==> config.mk <==
export PLATFORM = sky130hd
export DESIGN_NAME = wf_slot_allocator
export DESIGN_NICKNAME = d
export VERILOG_FILES = /design/src/rtl/wf_slot_allocator_pkg.sv /design/src/rtl/wf_slot_allocator_encoder.sv /design/src/rtl/wf_slot_allocator.sv
export SDC_FILE = /design/constraint.sdc
export NUM_CORES = 1
export LEC_CHECK = 0
export ABC_CLOCK_PERIOD_IN_PS = 8800
export CAP_MARGIN = 20
export CORE_MARGIN = 2
export CORE_UTILIZATION = 35
export CTS_CLUSTER_SIZE = 30
export DETAILED_ROUTE_END_ITERATION = 10
export GPL_TIMING_DRIVEN = 0
export HOLD_SLACK_MARGIN = 0.15
export SYNTH_ARGS = -nofsm -noshare
export SYNTH_HDL_FRONTEND = slang
export SYNTH_SLANG_ARGS = --single-unit
==> constraint.sdc <==
create_clock -name clk -period 8.8 [get_ports clk]
set_input_delay 1.76 -clock clk [delete_from_list [all_inputs] [get_ports clk]]
set_output_delay 1.76 -clock clk [all_outputs]
set_load 0.02 [all_outputs]
==> src/rtl/wf_slot_allocator_pkg.sv <==
// Shared definitions for the wavefront slot allocator: slot count, slot ID width
// and the two-state grant handshake encoding.
package wf_slot_allocator_pkg;

   localparam int NUM_WF_SLOTS = 40;
   localparam int WF_SLOT_W    = 6;

   typedef enum logic {
      IDLE = 1'b0,
      ACK  = 1'b1
   } wf_state_e;

endpackage

==> src/rtl/wf_slot_allocator_encoder.sv <==
// 40-to-6 lowest-index priority encoder: o_idx is the position of the lowest set
// bit of i_req, o_valid flags that at least one bit is set.
module encoder
   import wf_slot_allocator_pkg::*;
(
   input  logic [NUM_WF_SLOTS-1:0] i_req,
   output logic [WF_SLOT_W-1:0]    o_idx,
   output logic                    o_valid
);

   // Scan from the top so the last hit written is the lowest index.
   always_comb begin
      o_idx   = '0;
      o_valid = 1'b0;
      for (int i = NUM_WF_SLOTS - 1; i >= 0; i--) begin
         if (i_req[i]) begin
            o_idx   = WF_SLOT_W'(i);
            o_valid = 1'b1;
         end
      end
   end

endmodule

==> src/rtl/wf_slot_allocator.sv <==
// Wavefront slot allocator: tracks 40-slot occupancy and grants the lowest free slot.
// Optional sticky illegal-use flag dealloc_err is built when WF_SLOT_ERR_CHK_EN is defined.
module wf_slot_allocator
   import wf_slot_allocator_pkg::*;
#(
   parameter int NUM_SLOTS = NUM_WF_SLOTS,
   parameter int SLOT_W    = WF_SLOT_W
) (
   input  logic                 clk,
   input  logic                 rst,
   input  logic                 alloc_req,
   output logic                 alloc_ack,
   output logic [SLOT_W-1:0]    alloc_slot,
   input  logic                 dealloc_valid,
   input  logic [SLOT_W-1:0]    dealloc_slot,
   output logic [NUM_SLOTS-1:0] busy_mask,
   output logic [SLOT_W-1:0]    free_count,
   output logic                 full
`ifdef WF_SLOT_ERR_CHK_EN
  ,output logic                 dealloc_err
`endif
);

   wf_state_e             r_state;
   logic                  r_ack;
   logic [SLOT_W-1:0]     r_slot;
   logic [NUM_SLOTS-1:0]  r_busy;
   logic [SLOT_W-1:0]     r_free;
   logic                  r_full;

   logic [SLOT_W-1:0]     w_enc_idx;
   logic                  w_enc_valid;
   logic                  w_grant;
   logic                  w_dealloc_in_range;
   logic [NUM_SLOTS-1:0]  w_grant_oh;
   logic [NUM_SLOTS-1:0]  w_dealloc_oh;
   logic                  w_dealloc_ok;
   logic [SLOT_W-1:0]     w_free_nxt;

   // Search only the registered mask; a slot returned this cycle waits a cycle.
   encoder u_encoder (
      .i_req   (~r_busy),
      .o_idx   (w_enc_idx),
      .o_valid (w_enc_valid)
   );

   assign w_grant            = (r_state == IDLE) && alloc_req && !r_full && w_enc_valid;
   assign w_grant_oh         = w_grant ? (NUM_SLOTS'(1) << w_enc_idx) : '0;
   assign w_dealloc_in_range = dealloc_valid && (dealloc_slot < SLOT_W'(NUM_SLOTS));
   assign w_dealloc_oh       = w_dealloc_in_range ? ((NUM_SLOTS'(1) << dealloc_slot) & r_busy) : '0;
   assign w_dealloc_ok       = |w_dealloc_oh;
   assign w_free_nxt         = r_free - SLOT_W'(w_grant) + SLOT_W'(w_dealloc_ok);

   always_ff @(posedge clk) begin
      if (rst) begin
         r_state <= IDLE;
         r_ack   <= 1'b0;
         r_slot  <= '0;
         r_busy  <= '0;
         r_free  <= SLOT_W'(NUM_SLOTS);
         r_full  <= 1'b0;
      end else begin
         r_busy <= (r_busy | w_grant_oh) & ~w_dealloc_oh;
         r_free <= w_free_nxt;
         r_full <= (w_free_nxt == '0);
         case (r_state)
            IDLE: begin
               r_ack <= 1'b0;
               if (w_grant) begin
                  r_slot  <= w_enc_idx;
                  r_ack   <= 1'b1;
                  r_state <= ACK;
               end
            end
            ACK: begin
               r_ack   <= 1'b0;
               r_state <= IDLE;
            end
            default: begin
               r_ack   <= 1'b0;
               r_state <= IDLE;
            end
         endcase
      end
   end

`ifdef WF_SLOT_ERR_CHK_EN
   logic r_pend;
   logic r_err;

   // r_pend marks a request that was seen in IDLE but could not be granted yet.
   always_ff @(posedge clk) begin
      if (rst) begin
         r_pend <= 1'b0;
         r_err  <= 1'b0;
      end else begin
         r_pend <= (r_state == IDLE) && alloc_req && !w_grant;
         if ((dealloc_valid && !w_dealloc_ok) ||
             ((r_state == IDLE) && r_pend && !alloc_req)) begin
            r_err <= 1'b1;
         end
      end
   end

   assign dealloc_err = r_err;
`endif

   assign alloc_ack  = r_ack;
   assign alloc_slot = r_slot;
   assign busy_mask  = r_busy;
   assign free_count = r_free;
   assign full       = r_full;

endmodule

==> reports/results.ini <==
[power]
switching_power_w = 0.0001978
swShare = 0.3205
ir_drop_mv = 0.09098
seqPwrFrac = 0.433
p_int_w = 0.0004193
p_comb_frac = 0.282
p_total_w = 0.0006170
clkPwrFrac = 0.285
powerDensity_mw_per_mm2 = 150.8
p_leak_nw = 1.334

[die]
die_w_um = 100.1
die_h_um = 100.1
die_area_sq_mm = 0.01002
start_util = 0.3548
io_pins = 64
core_area_sq_mm = 0.009109
rows = 35

[job]
drv_cap = 0

[clock_tree]
cts-root-buf = clkbuf_8
postCtsHoldBufs = 0
max-clock-path-buffers = 2
cts_tree = built
ctsResizeCount = 0
clk_latency_ns = 0.31
post_cts_buffers = 0
cts_buffers = 5
path_clk_slew_ns = 0.11
cts-htree-levels = 2
cts.sink_count = 54

[critical_path]
crit_arrival_ns = 5.95
critPathSlowestCell = clkdlybuf4s50_1
critPathLaunchType = input port
crit_type = input port to flip-flop
crit_path_cell_trace = clkdlybuf4s50_1, clkbuf_1, nand3_1, nor2_1, a32o_1, nor3_1, o21ai_0, nor2_1, ha_1, inv_1, ha_1, fa_1, a21oi_1, nor2_1, nor2_1, xnor2_1, or4_1, nor3_1
end_kind = flip-flop
worst-path-max-fanout = 10
crit_top_cell = nor2_1
slowest_delay_ns = 0.61
cp.required_ns = 9.04

[synth]
syn_inst = 418
syn_nets = 435
ys_ff_latch = 54
synth_area_per_cell_sq_um = 7.732
synth-seq-area-share = 0.3345
synth_top_cells_by_count = dfxtp_1, nand2_1, o21ai_0
ys_warn_count = 0
synth_ff_type = dfxtp_1
synth_edf_count = 0
yosysUniqueCellTypes = 56
synth_top_area_cell = dfxtp_1
async_flop_share = 0
synth.most_common_cell = dfxtp_1
synth_top_cell_area_share = 0.3345
yosys-top-cells-area = dfxtp_1, nand2_1, o21ai_0
synth_area_sq_mm = 0.003232

[route]
dr.pass1.iters = 5
wl_per_cell_um = 21.02
drt_iter0_markers = 238
wirelength_um = 12570
drc_errors = 0
drtAntennaViolNets = 0
vias_per_cell = 5.997
vias = 3586

[worst_hold_path]
holdCritPathClass = flip-flop to flip-flop

[cells_and_area]
fin_nets = 503
finish.utilization = 0.4493
layout-drive-gt1-share = 0.05133
area_growth_pct = 26.64
final_cells = 598
antenna_cells = 0

[grt]
grt_antenna_before_repair = 0
grt_use_total = 0.2523
grt_overflow = 0
grt_pass1_vias = 3438
grt_pass1_wl_um = 19580
grt_max_degree = 19

[sta]
finalHoldViolCount = 0
setup_tns_ns = 0
fin_crit_sh = 0.6490
fin_crit_ns = 5.711
setup_violations = 0
fmax_mhz = 175.1
timing.hold.ws_ns = 0.4605
slew_headroom = 0.3937
rsz0062_at_grt = false
worstMarginPinSlew_ns = 0.9025
finalClockSkew_ns = 0.006653
maxSlewViolCount = 0

[placed_design]
place_congestion = 0.9392
portBuffers = 60
hpwlAfterDp_um = 9374
placed_cells = 590

[outcome]
status = complete, no violations

-- metal layers --
layer	up-vias	share of wire	GRT usage
met1	1659	0.43	0.3441
met4	0	0.042	0.1106
met5	-	0	0
li1	1689	-	-
met3	38	0.079	0.03552
met2	200	0.45	0.3986
-- final cells by class --
class                           instances  area (sq um)
Multi-Input combinational cell        326          1999
Tap cell                              111         138.9
Inverter                               20         75.07
Clock buffer                            5         68.82
Sequential cell                        54          1081
Clock inverter                          3         47.55
Buffer                                 18         76.32
Fill cell                             951          5016
Timing Repair Buffer                   61         605.6
-- metrics by stage --
step	cell area, sq um	setup slack, ns
2_1_floorplan	3232	3.906
3_3_place_gp	3971	2.750
3_5_place_dp	3976	2.863
4_1_cts	4093	3.135
5_1_grt	4093	2.888
6_report	4093	3.089
-- worst paths after layout --
| path | cells after the start | from | slack [ns] | endpoint |
|---|---|---|---|---|
| max | 18 | dealloc_slot[2] | 3.09 | full$_SDFF_PP0_ |
| min | 2 | alloc_slot[3]$_SDFFE_PP0P_ | 0.46 | alloc_slot[3]$_SDFFE_PP0P_ |
| max reg2reg | 17 | busy_mask[0]$_SDFF_PP0_ | 4.58 | full$_SDFF_PP0_ |
| min reg2reg | 2 | alloc_slot[3]$_SDFFE_PP0P_ | 0.46 | alloc_slot[3]$_SDFFE_PP0P_ |
-- sequential cells by signal, indices dropped and copies added, names as in the netlist --
register and count:
free_count 6, alloc_slot 6, full 1, alloc_ack 1
busy_mask 40
-- logic make-up after synthesis --
logic type | count (synthesis) | synth area share
AND/OR/NAND/NOR | 173 | 0.2664
AO/OA/AOI/OAI | 129 | 0.2664
flip-flops | 54 | 0.3345
buffers and inverters | 38 | 0.04684
multiplexers | 12 | 0.04297
adder cells (fa/ha/maj) | 7 | 0.02942
XOR/XNOR | 5 | 0.01355
-- power by group through the flow --
stage	Clock [W]	Combinational, W	Sequential (W)
finish	0.000176	0.000174	0.000267
global route	0.000188	0.000191	0.000269
CTS	0.000179	0.000175	0.000267
detailed placement	0	0.000173	0.000273
global placement	0	0.000169	0.000272
floorplan	0	0.0000996	0.000287
-- worst max-delay path: cells and delay by family --
| family | cells | cell delay (ns) |
|---|---|---|
| compound gates | 3 | 0.40 |
| simple gates | 8 | 1.59 |
| xor+xnor | 1 | 0.10 |
| fa+ha+maj | 3 | 0.93 |
| buf+inv | 3 | 1.16 |
-- cells in the final DEF, fill, tap and decap left out, types with 7 or more instances in the layout --
cell type | synthesis | routed
a21oi_1 | 23 | 23
a311oi_1 | 7 | 7
and4_1 | 8 | 8
clkbuf_1 | 16 | 16
clkdlybuf4s50_1 | 0 | 60
dfxtp_1 | 54 | 54
inv_1 | 20 | 20
nand2_1 | 51 | 51
nand2b_1 | 9 | 9
nand3_1 | 27 | 27
nand4_1 | 11 | 11
nor2_1 | 32 | 32
nor3_1 | 9 | 9
o211ai_1 | 16 | 16
o21ai_0 | 33 | 33
o31ai_1 | 7 | 7
Power figures use the tool's default switching activity.
